**src/rtl/fios_dsp_mult_sequencer.sv**
```systemverilog
// Column-wise (product-scanning) S x S limb multiply sequencer driving one
// non-cascaded DSP MAC slice with 17-bit limbs.
//
// Ports:
//   clock_i, rst_n_i     : clock, asynchronous active-low reset
//   start_i, a_i, b_i    : start pulse and operands (limb k at [17k+16:17k])
//   busy_o               : run in progress (through the done_o cycle)
//   dsp_A_o, dsp_B_o     : limb pair issued to the DSP A/B inputs
//   dsp_C_o, dsp_CREG_en_o : C path, tied off
//   dsp_OPMODE_o         : OPMODE aligned to the DSP pipeline
//   dsp_P_i              : DSP P output
//   res_valid_o, res_idx_o, res_word_o : one result limb per column
//   done_o               : pulses with the last limb (index 2S-1)
module fios_dsp_mult_sequencer #(
    parameter  int S     = 4,
    parameter  int ABREG = 1,
    parameter  int MREG  = 1,
    localparam int IW    = $clog2(2 * S)
) (
    input  logic            clock_i,
    input  logic            rst_n_i,
    input  logic            start_i,
    input  logic [17*S-1:0] a_i,
    input  logic [17*S-1:0] b_i,
    output logic            busy_o,
    output logic [16:0]     dsp_A_o,
    output logic [16:0]     dsp_B_o,
    output logic [33:0]     dsp_C_o,
    output logic            dsp_CREG_en_o,
    output logic [8:0]      dsp_OPMODE_o,
    input  logic [33:0]     dsp_P_i,
    output logic            res_valid_o,
    output logic [IW-1:0]   res_idx_o,
    output logic [16:0]     res_word_o,
    output logic            done_o
);

    // OPMODE delay and P-tag delay, both counted from the operand register
    localparam int D = ABREG + MREG - 1;
    localparam int L = ABREG + MREG + 1;

    localparam logic [8:0] OP_IDLE   = 9'h000;
    localparam logic [8:0] OP_FIRST0 = 9'h005;
    localparam logic [8:0] OP_FIRSTK = 9'h065;
    localparam logic [8:0] OP_ACC    = 9'h025;
    localparam logic [8:0] OP_FLUSH  = 9'h060;

    localparam logic [IW-1:0] SM1    = IW'(S - 1);
    localparam logic [IW-1:0] K_LAST = IW'(2 * S - 2);
    localparam logic [IW-1:0] K_FLSH = IW'(2 * S - 1);

    typedef enum logic [1:0] {
        IDLE,
        ISSUE,
        FLUSH,
        DRAIN
    } state_t;

    state_t state_q, state_d;

    logic [17*S-1:0] a_q, b_q;
    logic [IW-1:0]   k_q, i_q;
    logic [IW-1:0]   i_lo, i_hi, j, k_nx, i_lo_nx;
    logic            first, last, last_slot;

    logic [16:0]   slot_a, slot_b;
    logic [8:0]    slot_op;
    logic          slot_tv;
    logic [IW-1:0] slot_tidx;

    logic [8:0]    op_pipe   [0:D];
    logic          tv_pipe   [0:L];
    logic [IW-1:0] tidx_pipe [0:L];

    logic unused_p_hi;
    assign unused_p_hi = ^dsp_P_i[33:17];

    assign busy_o        = (state_q != IDLE);
    assign dsp_C_o       = '0;
    assign dsp_CREG_en_o = 1'b0;
    assign dsp_OPMODE_o  = op_pipe[D];

    // Row bounds of the current column and of the next one
    always_comb begin
        i_lo      = (k_q > SM1) ? k_q - SM1 : '0;
        i_hi      = (k_q < SM1) ? k_q : SM1;
        j         = k_q - i_q;
        k_nx      = k_q + IW'(1);
        i_lo_nx   = (k_nx > SM1) ? k_nx - SM1 : '0;
        first     = (i_q == i_lo);
        last      = (i_q == i_hi);
        last_slot = last && (k_q == K_LAST);
    end

    always_comb begin
        state_d = state_q;
        unique case (state_q)
            IDLE:    if (start_i) state_d = ISSUE;
            ISSUE:   if (last_slot) state_d = FLUSH;
            FLUSH:   state_d = DRAIN;
            DRAIN:   if (done_o) state_d = IDLE;
            default: state_d = IDLE;
        endcase
    end

    always_comb begin
        slot_a    = '0;
        slot_b    = '0;
        slot_op   = OP_IDLE;
        slot_tv   = 1'b0;
        slot_tidx = '0;
        if (state_q == ISSUE) begin
            slot_a    = a_q[17*int'(i_q) +: 17];
            slot_b    = b_q[17*int'(j) +: 17];
            slot_op   = !first ? OP_ACC :
                        (k_q == '0) ? OP_FIRST0 : OP_FIRSTK;
            slot_tv   = last;
            slot_tidx = k_q;
        end else if (state_q == FLUSH) begin
            slot_op   = OP_FLUSH;
            slot_tv   = 1'b1;
            slot_tidx = K_FLSH;
        end
    end

    always_ff @(posedge clock_i or negedge rst_n_i) begin
        if (!rst_n_i) state_q <= IDLE;
        else          state_q <= state_d;
    end

    always_ff @(posedge clock_i or negedge rst_n_i) begin
        if (!rst_n_i) begin
            a_q         <= '0;
            b_q         <= '0;
            k_q         <= '0;
            i_q         <= '0;
            dsp_A_o     <= '0;
            dsp_B_o     <= '0;
            res_valid_o <= 1'b0;
            res_idx_o   <= '0;
            res_word_o  <= '0;
            done_o      <= 1'b0;
            for (int n = 0; n <= D; n++) op_pipe[n] <= OP_IDLE;
            for (int n = 0; n <= L; n++) begin
                tv_pipe[n]   <= 1'b0;
                tidx_pipe[n] <= '0;
            end
        end else begin
            if (state_q == IDLE && start_i) begin
                a_q <= a_i;
                b_q <= b_i;
                k_q <= '0;
                i_q <= '0;
            end else if (state_q == ISSUE) begin
                if (last) begin
                    k_q <= k_nx;
                    i_q <= i_lo_nx;
                end else begin
                    i_q <= i_q + IW'(1);
                end
            end

            dsp_A_o      <= slot_a;
            dsp_B_o      <= slot_b;
            op_pipe[0]   <= slot_op;
            tv_pipe[0]   <= slot_tv;
            tidx_pipe[0] <= slot_tidx;
            for (int n = 1; n <= D; n++) op_pipe[n] <= op_pipe[n-1];
            for (int n = 1; n <= L; n++) begin
                tv_pipe[n]   <= tv_pipe[n-1];
                tidx_pipe[n] <= tidx_pipe[n-1];
            end

            // Tag at depth L marks the cycle dsp_P_i holds a finished column
            res_valid_o <= tv_pipe[L];
            done_o      <= tv_pipe[L] && (tidx_pipe[L] == K_FLSH);
            if (tv_pipe[L]) begin
                res_word_o <= dsp_P_i[16:0];
                res_idx_o  <= tidx_pipe[L];
            end
        end
    end

endmodule

```
**config.mk**
```make
export PLATFORM = sky130hd
export DESIGN_NAME = fios_dsp_mult_sequencer
export DESIGN_NICKNAME = d
export VERILOG_FILES = /design/src/rtl/fios_dsp_mult_sequencer.sv
export SDC_FILE = /design/constraint.sdc
export NUM_CORES = 1
export LEC_CHECK = 0
export ABC_CLOCK_PERIOD_IN_PS = 2200
export CAP_MARGIN = 20
export CORE_MARGIN = 8
export CORE_UTILIZATION = 43
export CTS_CLUSTER_DIAMETER = 60
export DETAILED_ROUTE_END_ITERATION = 12
export GPL_TIMING_DRIVEN = 0
export PLACE_DENSITY_LB_ADDON = 0.08
export SETUP_SLACK_MARGIN = 0.15
export SYNTH_ARGS = -nofsm -noshare
export SYNTH_HDL_FRONTEND = slang
export SYNTH_SLANG_ARGS = --single-unit
export TNS_END_PERCENT = 100
```
**constraint.sdc**
```tcl
create_clock -name clock_i -period 2.2 [get_ports clock_i]
set_input_delay 0.44 -clock clock_i [delete_from_list [all_inputs] [get_ports clock_i]]
set_output_delay 0.44 -clock clock_i [all_outputs]
set_load 0.005 [all_outputs]
```
==> out/metrics.cfg, run 1 <==
[placement]
routabilityCongestion = 0.809
io_buffer_count = 216
dp_hpwl_um = 17100
placed_area_um2 = 12300

[finish]
syn_to_layout_area_delta_pct = 39.9
layout-drive-gt1-share_pct = 34.5
finish.utilization_pct = 61.2
final_cell_area_um2 = 13400
design.final.nets = 1112
antenna_cells = 0

[routing]
wl_met2_um = 11700
highest_layer = met4
drt_pass1_iterations = 4
m1WireLength_um = 9720
detail_route.drc_violations = 0
antenna_left = 0
totalWireLength_um = 23800
dr.first_iter.drc_count = 238
wire_per_inst_um = 19.5
detailroute.via_count = 6050
routed-wl-met3_um = 2020
via_per_inst = 4.96

[job]
cap_viol_max_count = 0

[clocking]
htree_levels = 1
tritoncts = done
cts_buffers = 25
cts_root_buffer = clkbuf_16
cts.clk_slew.worst_paths_ns = 0.06
clock_insertion_delay_worst_skew_ns = 0.51
clock_sinks = 222
ctsLongestPathBuffers = 3

[floorplan]
core_area_um2 = 21800
die-width_um = 165
die_area_um2 = 27200
chipHeight_um = 165
rows = 54
initial_core_util_pct = 43.8
pin_count = 274

[setup_path]
timing.critical_path.to_type = flip-flop
critPathLaunchType = flip-flop
critical_path_required_ns = 2.55
critical_path_data_arrival_time_ns = 2.45
setup.worst_path.class = reg2reg
cp_max_fo = 8

[synth]
postSynth.asyncResetShare_pct = 100
synth_ff_type = dfrtp_1
synth-seq-area-share_pct = 58.2
yosys_warnings = 0
synthDistinctLibCells = 46
ys_ff_latch = 222
cell_area_after_synthesis_um2 = 9550
synth-edff-count = 0
netlist_instances = 628
avgSynthCellArea_um2 = 15.2

[sta]
final-max-slew-violation-count = 0
finClkSkew_ns = 0.0145
final.period_utilization_pct = 95.1
final-hold-violation-count = 0
period_minus_slack_ns = 2.09
grt_setup_unrepaired = yes
timing.final.setup_violations = 0
timing.slew.headroom_pct = 47.2
tightestPinTransition_ns = 0.792
maxClockFrequency_mhz = 478

[grt]
global_route.usage.total_pct = 17.1
via_count_of_the_first_global_routing_pass = 6717
largest_net_degree_at_the_start_of_global_routing = 121
antenna_found_initial = 0
grt-ovfl-total = 0
first_pass_grt_wire_length_um = 36400

[power]
power.ir.vdd_worst_uv = 704
power.leakage_nw = 5.89
design_power_total_mw = 19.7
p_per_area_nw_per_um2 = 1480

[outcome]
run_status = finished clean

[worst_hold_path]
min-delay-path-class = reg2reg

-- worst paths after layout --
path,start,to,slack (ns),cells after the start
worst max-delay path,k_q[0]$_DFFE_PN0P_,op_pipe[14]$_DFF_PN0_,0.11,7
worst min-delay path,tv_pipe[1]$_DFF_PN0_,tv_pipe[0]$_DFF_PN0_,0.34,0
worst max register to register,k_q[0]$_DFFE_PN0P_,op_pipe[14]$_DFF_PN0_,0.11,7
worst min register to register,tv_pipe[1]$_DFF_PN0_,tv_pipe[0]$_DFF_PN0_,0.34,0
max in group asynchronous,rst_n_i,a_q[26]$_DFFE_PN0P_,0.61,3
min in group asynchronous,rst_n_i,res_word_o[15]$_DFFE_PN0P_,0.52,2
-- Yosys cell counts (2+ instances only) --
cell type	instances	area [um2]
or3_1	2	12.5
nand2_1	16	60.1
nor3_1	2	10.0
clkbuf_1	12	45.0
o22ai_1	2	12.5
dfrtp_1	222	5560
o31ai_1	2	15.0
a31oi_1	3	18.8
mux2i_1	3	30.0
mux2_1	16	180
nand4_1	2	12.5
o21ai_0	6	30.0
a21oi_1	2	10.0
mux2_2	141	1590
and3_1	34	213
ha_1	13	163
inv_1	12	45.0
buf_4	59	443
buf_2	9	45.0
mux4_2	34	766
nor2_1	6	22.5
nand2b_1	2	12.5
xnor2_1	5	43.8
-- cell usage in the layout, fill, tap and decap left out, types with 3 or more instances in the layout --
| master | netlist | final |
|---|---|---|
| ha_1 | 13 | 10 |
| nand2_1 | 16 | 16 |
| and3_1 | 34 | 27 |
| buf_12 | 0 | 3 |
| o21ai_0 | 6 | 6 |
| mux2_2 | 141 | 141 |
| mux4_2 | 34 | 34 |
| nor2_1 | 6 | 6 |
| conb_1 | 1 | 40 |
| clkbuf_2 | 1 | 4 |
| and3_4 | 0 | 7 |
| clkbuf_8 | 0 | 6 |
| clkbuf_16 | 0 | 26 |
| inv_2 | 0 | 3 |
| a31oi_1 | 3 | 3 |
| bufinv_16 | 0 | 3 |
| buf_6 | 1 | 4 |
| clkbuf_1 | 12 | 12 |
| mux2_1 | 16 | 16 |
| buf_4 | 59 | 70 |
| buf_2 | 9 | 4 |
| clkdlybuf4s50_1 | 0 | 214 |
| inv_1 | 12 | 7 |
| dfrtp_1 | 222 | 220 |
| xnor2_1 | 5 | 5 |
| mux2i_1 | 3 | 3 |
-- state kept, by name, summed over array words and instances (netlist names) --
| name | cells |
|---|---|
| dsp_B_o | 17 |
| tidx_pipe | 12 |
| b_q | 68 |
| dsp_A_o | 17 |
| res_valid_o | 1 |
| state_q | 2 |
| res_idx_o | 3 |
| a_q | 68 |
| res_word_o | 17 |
| op_pipe | 3 |
| tv_pipe | 4 |
| i_q | 3 |
| k_q | 3 |
| dsp_OPMODE_o | 3 |
| done_o | 1 |
-- where the power goes --
part	switching (mW)	total, mW	leakage (nW)	internal, mW
Combinational	3.28	8.50	2.76	5.22
Sequential	0.928	7.01	2.72	6.08
Clock	1.56	4.19	0.412	2.63
Total	5.77	19.7	5.89	13.9
-- layout make-up --
| type | count | area (um2) |
|---|---|---|
| clock inverter | 6 | 109 |
| inverter | 12 | 55.1 |
| tap | 280 | 350 |
| clock buffer | 36 | 727 |
| timing repair buffer | 231 | 2330 |
| multi-input combinational | 351 | 3610 |
| sequential | 222 | 5560 |
| buffer | 82 | 617 |
| fill | 1708 | 8460 |
-- critical path, stage by stage, from the launching register on --
cell      delay, ns
dfrtp_1        0.38
buf_4          0.14
ha_1           0.22
ha_4           0.32
nor4bb_1       0.37
a31oi_1        0.11
o31ai_2        0.25
a41oi_1        0.15
-- per-layer routing --
| layer | global-route usage, % | up-vias |
|---|---|---|
| li1 | - | 2749 |
| met3 | 4.69 | 32 |
| met4 | 4.14 | 0 |
| met2 | 28.8 | 219 |
| met5 | 0 | - |
| met1 | 21.5 | 3050 |
-- kinds of logic after synthesis --
logic type | synth area share [%]
adders and majority gates | 1.91
other | 0.0393
buffers and inverters | 6.22
and+or+nand+nor | 4.18
muxes | 26.9
DFF | 58.2
AOI/OAI and AO/OA | 1.89
xor gates and xnor gates | 0.721
-- timing repair --
action,in CTS,in global routing
hold buffers,1,0
resized for setup,22,12
cloned,0,1
pin swaps,5,2
hold endpoints to repair,6,0
endpoints found under the setup margin,125,35
buffers inserted,9,3
-- stage by stage --
stage | setup TNS (ns) | instances | worst slack (ns) | hold slack (ns)
2_1_floorplan | 0 | 667 | 0.161 | 0.144
3_3_place_gp | -1876.24 | 1163 | -8.41 | 0.332
3_5_place_dp | -13.96 | 1164 | -0.394 | 0.335
4_1_cts | 0 | 1216 | 0.0828 | 0.346
5_1_grt | -0.0546 | 1220 | -0.0348 | 0.348
6_report | 0 | 1220 | 0.108 | 0.343
Power figures use the tool's default switching activity.
==> run 2: changes to the inputs <==
- ABC_AREA: not set -> 1
==> run 2 against run 1 <==
Against the previous run: critical path depth is 3 higher; via count is 32% higher; core utilization down 1.4 points; die area rose by 1.4%; synthesized area is 1.5% higher; sequential power down 2%; total power is 6.5% lower; cell area about the same; flip-flop and latch count did not move; worst setup slack improved by 0.14 ns; synthesized cell count rose by 78%; critical path type unchanged; critical endpoint is now dsp_B_o[8]$_DFF_PN0_; highest routed layer is now met5.
==> out/metrics.cfg, run 2 <==
[synth]
postSynth.asyncResetShare_pct = 100  ; unchanged
synth_commonest_cells = nand2_1 (447), dfrtp_1 (222), nor2_1 (142), o21ai_0 (75), buf_4 (49)  ; was dfrtp_1 (222), mux2_2 (141), buf_4 (59), and3_1 (34), mux4_2 (34)
synth_largest_type_area_fraction_pct = 57.3  ; was 58.2%
synthDominantAreaCellType = dfrtp_1  ; unchanged
synth-seq-area-share_pct = 57.3  ; was 58.2%
post_synth_main_area_contributors = dfrtp_1 (57%), nand2_1 (17%), nor2_1 (5.5%)  ; was dfrtp_1 (58%), mux2_2 (17%), mux4_2 (8.0%)
avgSynthCellArea_um2 = 8.69  ; was 15.2 um2
cell_area_after_synthesis_um2 = 9690  ; was 9550 um2
netlist_instances = 1115  ; was 628
synth_ff_type = dfrtp_1  ; unchanged
synthDistinctLibCells = 34  ; was 46
yosys.cell_count.top_type = nand2_1  ; was dfrtp_1
yosys_warnings = 0  ; unchanged
synth-edff-count = 0  ; unchanged
ys_ff_latch = 222  ; unchanged

[routing]
detailroute.via_count = 7998  ; was 6,050
wire_per_inst_um = 15.9  ; was 19.5 um
dr.first_iter.drc_count = 441  ; was 238
totalWireLength_um = 27200  ; was 23,800 um
drt_pass1_iterations = 5  ; was 4
detail_route.drc_violations = 0  ; unchanged
via_per_inst = 4.67  ; was 4.96
antenna_left = 0  ; unchanged

[placement]
routabilityCongestion = 0.864  ; was 0.809
dp_hpwl_um = 20000  ; was 17,100 um
io_buffer_count = 216  ; unchanged
placed_area_um2 = 12400  ; was 12,300 um2

[floorplan]
pin_count = 274  ; unchanged
initial_core_util_pct = 43.3  ; was 43.8%
die_area_um2 = 27600  ; was 27,200 um2
chipHeight_um = 166  ; was 165 um
core_area_um2 = 22400  ; was 21,800 um2
rows = 55  ; was 54
die-width_um = 166  ; was 165 um

[finish]
layout-drive-gt1-share_pct = 12.9  ; was 34.5%
layout_top_registers = a_q: 68 flops, b_q: 68 flops  ; unchanged
final_cell_mix = nand2_1 (447), dfrtp_1 (220), clkdlybuf4s50_1 (214)  ; was dfrtp_1 (220), clkdlybuf4s50_1 (214), mux2_2 (141)
final_cell_area_um2 = 13400  ; about the same
layout.cells.most_common = nand2_1  ; was dfrtp_1
syn_to_layout_area_delta_pct = 38.0  ; was 39.9%
design.final.nets = 1597  ; was 1,112
finish.utilization_pct = 59.8  ; was 61.2%

[setup_path]
critPathLaunchType = flip-flop  ; unchanged
critical_path_required_ns = 2.65  ; was 2.55 ns
setup.worst_path.class = reg2reg  ; unchanged
timing.critical_path.to_type = flip-flop  ; unchanged
cp_max_fo = 10  ; was 8
critical_path_data_arrival_time_ns = 2.40  ; was 2.45 ns

[grt]
via_count_of_the_first_global_routing_pass = 8343  ; was 6,717
first_pass_grt_wire_length_um = 43600  ; was 36,400 um
antenna_found_initial = 2  ; was 0
global_route.usage.total_pct = 19.5  ; was 17.1%
largest_net_degree_at_the_start_of_global_routing = 84  ; was 121
grt-ovfl-total = 0  ; unchanged

[worst_hold_path]
min-delay-path-class = reg2reg  ; unchanged

[power]
p_per_area_nw_per_um2 = 1380  ; was 1480 nW/um2
power.ir.vdd_worst_uv = 575  ; was 704 uV
power.leakage_nw = 6.67  ; was 5.89 nW

[outcome]
run_status = finished clean  ; unchanged

[sta]
tns_ns = 0  ; unchanged
maxClockFrequency_mhz = 512  ; was 478 MHz
fin_worst_hold_slack_ns = 0.345  ; was 0.343 ns
period_minus_slack_ns = 1.95  ; was 2.09 ns
timing.slew.headroom_pct = 62.5  ; was 47.2%
finClkSkew_ns = 0.00866  ; was 0.0145 ns
tightestPinTransition_ns = 0.562  ; was 0.792 ns
final.period_utilization_pct = 88.8  ; was 95.1%
final-hold-violation-count = 0  ; unchanged
final-max-slew-violation-count = 0  ; unchanged
grt_setup_unrepaired = no  ; was yes
timing.final.setup_violations = 0  ; unchanged

[clocking]
htree_levels = 1  ; unchanged
clock_sinks = 222  ; unchanged
cts_root_buffer = clkbuf_16  ; unchanged
cts_buffers = 26  ; was 25
ctsLongestPathBuffers = 3  ; unchanged
cts.clk_slew.worst_paths_ns = 0.06  ; about the same
clock_insertion_delay_worst_skew_ns = 0.51  ; about the same
tritoncts = done  ; unchanged

[job]
cap_viol_max_count = 0  ; unchanged

-- run 2: cell types whose count changed in the layout (fill, tap and decap cells not counted), sizes merged, moves of 13 or more --
cell	before	now
clkbuf	49	62
a21oi	3	36
nor2	6	147
o21ai	6	78
mux4	34	0
and3	34	0
mux2	157	19
nand2	16	448
-- run 2: power by group --
part	switching (mW)	internal, mW
logic	4.18	3.34
clock network	1.62	2.44
registers	0.910	5.94
total	6.71	11.7
-- run 2: final timing paths --
| kind | endpoint | cells past startpoint | slack [ns] | start |
|---|---|---|---|---|
| worst max-delay path | dsp_B_o[8]$_DFF_PN0_ | 10 | 0.25 | k_q[0]$_DFFE_PN0P_ |
| worst min-delay path | tidx_pipe[2]$_DFF_PN0_ | 0 | 0.34 | tidx_pipe[5]$_DFF_PN0_ |
| worst max register to register | dsp_B_o[8]$_DFF_PN0_ | 10 | 0.25 | k_q[0]$_DFFE_PN0P_ |
| worst min register to register | tidx_pipe[2]$_DFF_PN0_ | 0 | 0.34 | tidx_pipe[5]$_DFF_PN0_ |
| max in group asynchronous | k_q[0]$_DFFE_PN0P_ | 4 | 0.59 | rst_n_i |
| min in group asynchronous | b_q[10]$_DFFE_PN0P_ | 2 | 0.43 | rst_n_i |
-- run 2: area by class of cell --
class	instances	area, um2
plain buffers	102	649
multi-input cells	804	3580
fillers	2032	8990
flip-flops and latches	222	5560
clock buffers	40	785
well taps	285	357
inverters	26	105
diodes	1	2.50
repair buffers	228	2300
clock inverters	6	36.3
-- run 2: kinds of logic (layout without fill, tap and decap cells) --
kind of cell             Yosys count  count (layout)  synth area share, %
buffers and inverters            128             402                 7.45
multiplexers                      19              19                 2.21
AO/OA/AOI/OAI                    117             117                 6.49
adder cells (fa/ha/maj)           14              14                 1.88
AND/OR/NAND/NOR                  610             610                 24.1
other                              1              41               0.0387
flip-flops                       222             222                 57.3
XOR/XNOR                           4               4                0.516
-- run 2: stage by stage --
step	total power [mW]	cells	setup slack [ns]
CTS	18.5	1711	0.169
global placement	14.1	1655	-8.90
floorplan	11.2	1154	0.207
global route	19.9	1713	0.158
finish	18.4	1714	0.247
detailed placement	14.2	1657	-0.241
-- run 2: repair_timing --
action                                 CTS  global route
endpoints found under the hold margin   59             0
resized for setup                       19            15
setup buffers                            7             2
hold buffers                             1             0
setup endpoints to repair               18            17
pin swaps                                0             1
-- run 2: metal layers --
layer / global-route usage, % / up-vias / routed length, um
met4: 5.42 / 4 / 572
li1: - / 3971 / -
met3: 5.18 / 38 / 2150
met2: 31.6 / 297 / 12300
met1: 25.4 / 3688 / 12100
met5: 0 / - / 23
-- run 2: critical path: stages, from the launching register on --
cell and delay, ns:
dfrtp_2 0.42, inv_4 0.06, ha_1 0.13, inv_1 0.05, fa_2 0.52, buf_6 0.12
clkinv_4 0.08, buf_6 0.15, nor2_2 0.12, o21ai_0 0.11, a21oi_2 0.14
==> run 3: changes to the inputs <==
- ABC_CLOCK_PERIOD_IN_PS: 2200 -> 1600
- HOLD_SLACK_MARGIN: not set -> 0.1
- clock period: 2.2 -> 1.6 ns (I/O delays scaled with it)
==> run 3 against run 2 <==
Against the previous run: the flow now finishes with violations (hold timing, setup timing); cell area grew 13%; first-iteration DRC count grew 32%; flip-flop and latch count is the same; final cell count grew 2.5%; global-route usage grew 0.53 points; critical path type unchanged; highest routed layer unchanged.
==> out/metrics.cfg, run 3 (synthesis gave the netlist of run 2 again) <==
[power]
power.leakage_nw = 7.62  ; was 6.67 nW
design_power_total_mw = 30.3  ; was 18.4 mW
p_per_area_nw_per_um2 = 2000  ; was 1380 nW/um2
power.ir.vdd_worst_uv = 973  ; was 575 uV

[routing]
highest_layer = met5  ; unchanged
dr.first_iter.drc_count = 580  ; was 441
wire_per_inst_um = 17.1  ; was 15.9 um
detailroute.via_count = 8364  ; was 7,998
detail_route.drc_violations = 0  ; unchanged
antenna_left = 0  ; unchanged
via_per_inst = 4.76  ; was 4.67
totalWireLength_um = 30100  ; was 27,200 um
wl_met2_um = 14700  ; was 12,300 um
routed-wl-met3_um = 2090  ; was 2150 um
m1WireLength_um = 12500  ; was 12,100 um
drt_pass1_iterations = 6  ; was 5

[finish]
layout.cells.most_common = nand2_1  ; unchanged
layout_top_registers = a_q: 68 flops, b_q: 68 flops  ; unchanged
antenna_cells = 0  ; was 1
final_cell_mix = nand2_1 (359), dfrtp_1 (219), clkdlybuf4s50_1 (154)  ; was nand2_1 (447), dfrtp_1 (220), clkdlybuf4s50_1 (214)
syn_to_layout_area_delta_pct = 56.3  ; was 38.0%
layout-drive-gt1-share_pct = 31.6  ; was 12.9%
n_fill_cell = 1797  ; was 2,032
final_cell_area_um2 = 15100  ; was 13,400 um2
design.final.nets = 1638  ; was 1,597

[clocking]
clock_sinks = 222  ; unchanged
htree_levels = 1  ; unchanged
cts_buffers = 26  ; unchanged
clock_insertion_delay_worst_skew_ns = 0.53  ; was 0.51 ns
cts.clk_slew.worst_paths_ns = 0.06  ; about the same
ctsLongestPathBuffers = 3  ; unchanged
cts_root_buffer = clkbuf_16  ; unchanged
tritoncts = done  ; unchanged

[setup_path]
r2r.worst_path.cells = 10  ; unchanged
setup.worst_path.class = reg2reg  ; unchanged
crit_path_top_delay_cell = fa_2  ; unchanged
critical_path.cell_chain = inv_4 > ha_4 > inv_2 > fa_2 > buf_6 > clkinv_8 > buf_12 > nor2_1 > o21ai_1 > a21oi_2  ; was inv_4 > ha_1 > inv_1 > fa_2 > buf_6 > clkinv_4 > buf_6 > nor2_2 > o21ai_0 > a21oi_2
critical_path_required_ns = 2.05  ; was 2.65 ns
regToRegStartpoint = k_q[0]$_DFFE_PN0P_  ; unchanged
timing.reg2reg.setup_slack_ns = -0.40  ; was 0.25 ns
cp_max_fo = 6  ; was 10
critical_path_data_arrival_time_ns = 2.45  ; was 2.40 ns
timing.critical_path.to_type = flip-flop  ; unchanged
worst-path-buf-inv = 5  ; unchanged
critPathLaunchType = flip-flop  ; unchanged
critical_path.top_delay_family = adder cells  ; unchanged
worst_reg2reg_path_endpoint = dsp_B_o[4]$_DFF_PN0_  ; was dsp_B_o[8]$_DFF_PN0_
timing.critical_path.slowest_cell_delay_ns = 0.52  ; about the same

[sta]
tightestPinTransition_ns = 0.756  ; was 0.562 ns
timing.slew.headroom_pct = 49.6  ; was 62.5%
timing.final.setup_violations = 23  ; was 0
final-hold-violation-count = 99  ; was 0
final.period_utilization_pct = 125  ; was 88.8%
layout_setup_ws_ns = -0.405  ; was 0.247 ns
final-max-slew-violation-count = 0  ; unchanged
fin_worst_hold_slack_ns = -0.184  ; was 0.345 ns
finClkSkew_ns = 0.0236  ; was 0.00866 ns
maxClockFrequency_mhz = 499  ; was 512 MHz
period_minus_slack_ns = 2.00  ; was 1.95 ns
grt_setup_unrepaired = yes  ; was no

[outcome]
run_status = finished with violations  ; was finished clean
failed_checks = hold timing, setup timing

[placement]
io_buffer_count = 216  ; unchanged
routabilityCongestion = 0.799  ; was 0.864
placed_area_um2 = 12500  ; was 12,400 um2
dp_hpwl_um = 20100  ; was 20,000 um

[floorplan]
rows = 55  ; unchanged
die_area_um2 = 27600  ; unchanged
pin_count = 274  ; unchanged
die-width_um = 166  ; unchanged
initial_core_util_pct = 43.3  ; unchanged
core_area_um2 = 22400  ; unchanged
chipHeight_um = 166  ; unchanged

[job]
cap_viol_max_count = 0  ; unchanged

[grt]
antenna_found_initial = 2  ; unchanged
grt-ovfl-total = 0  ; unchanged
global_route.usage.total_pct = 20.0  ; was 19.5%
largest_net_degree_at_the_start_of_global_routing = 124  ; was 84
first_pass_grt_wire_length_um = 44700  ; was 43,600 um
via_count_of_the_first_global_routing_pass = 8387  ; was 8,343

[worst_hold_path]
min-delay-path-class = in2async  ; was reg2reg

[run 3: cell count changes in the layout (fill, tap and decap cells not counted), sizes merged, moves of 4 or more]
| cell | previous run | this run |
|---|---|---|
| clkinv | 6 | 10 |
| clkbuf | 62 | 79 |
| buf | 92 | 158 |
| clkdlybuf4s15 | 0 | 12 |
| clkdlybuf4s50 | 214 | 154 |
| bufinv | 0 | 6 |
[run 3: worst max-delay path by stage]
stage / startpoint / end / slack, ns / cells after the start
after CTS: k_q[0]$_DFFE_PN0P_ / dsp_B_o[8]$_DFF_PN0_ / -0.35 / 10
after detailed placement: i_q[1]$_DFFE_PN0P_ / dsp_B_o[15]$_DFF_PN0_ / -0.58 / 9
after floorplan: i_q[1]$_DFFE_PN0P_ / dsp_B_o[13]$_DFF_PN0_ / -0.27 / 10
after global routing: i_q[1]$_DFFE_PN0P_ / dsp_B_o[4]$_DFF_PN0_ / -0.47 / 10
final: k_q[0]$_DFFE_PN0P_ / dsp_B_o[4]$_DFF_PN0_ / -0.40 / 10
after global placement: rst_n_i / k_q[1]$_DFFE_PN0P_ / -10.07 / 1
[run 3: per-stage QoR]
step	setup TNS (ns)	util, %	setup slack, ns	instances
2_1_floorplan	-3.74	-	-0.273	1154
3_3_place_gp	-2096.46	55.7	-10.07	1655
3_5_place_dp	-54.14	55.8	-0.583	1656
4_1_cts	-6.08	62.2	-0.350	1722
5_1_grt	-7.47	67.7	-0.470	1756
6_report	-5.83	67.7	-0.405	1756
[run 3: worst reg2reg max path, stage by stage (launching register included)]
cell	delay, ns
dfrtp_2	0.42
inv_4	0.08
ha_4	0.12
inv_2	0.03
fa_2	0.52
buf_6	0.14
clkinv_8	0.08
buf_12	0.15
nor2_1	0.11
o21ai_1	0.11
a21oi_2	0.16
[run 3: area by class of cell]
class	count	area, um2	share of cell area (%)
Clock inverter	16	244	1.61
Clock buffer	32	734	4.85
Inverter	26	131	0.867
Timing Repair Buffer	269	2750	18.2
Sequential cell	222	5560	36.7
Tap cell	285	357	2.35
Buffer	102	1020	6.72
Multi-Input combinational cell	804	4350	28.7
[run 3: timing repair]
| action | 4_1_cts | 5_1_grt |
|---|---|---|
| endpoints found under the hold margin | 99 | 99 |
| gates resized for setup | 304 | 308 |
| buffers inserted | 17 | 17 |
| pin swaps | 23 | 45 |
| setup endpoints to repair | 239 | 157 |
| gates cloned | 1 | 17 |
[run 3: where the power goes]
part | leakage [nW] | internal, mW | switching [mW]
sequential | 2.81 | 8.17 | 1.32
clock | 0.490 | 4.24 | 2.37
combinational | 4.32 | 6.64 | 7.55
[run 3: layer usage]
| metal | up-vias | GRT usage [%] |
|---|---|---|
| li1 | 4075 | - |
| met1 | 3943 | 25.6 |
| met2 | 291 | 33.2 |
| met3 | 51 | 5.37 |
| met4 | 4 | 5.26 |
| met5 | - | 0 |
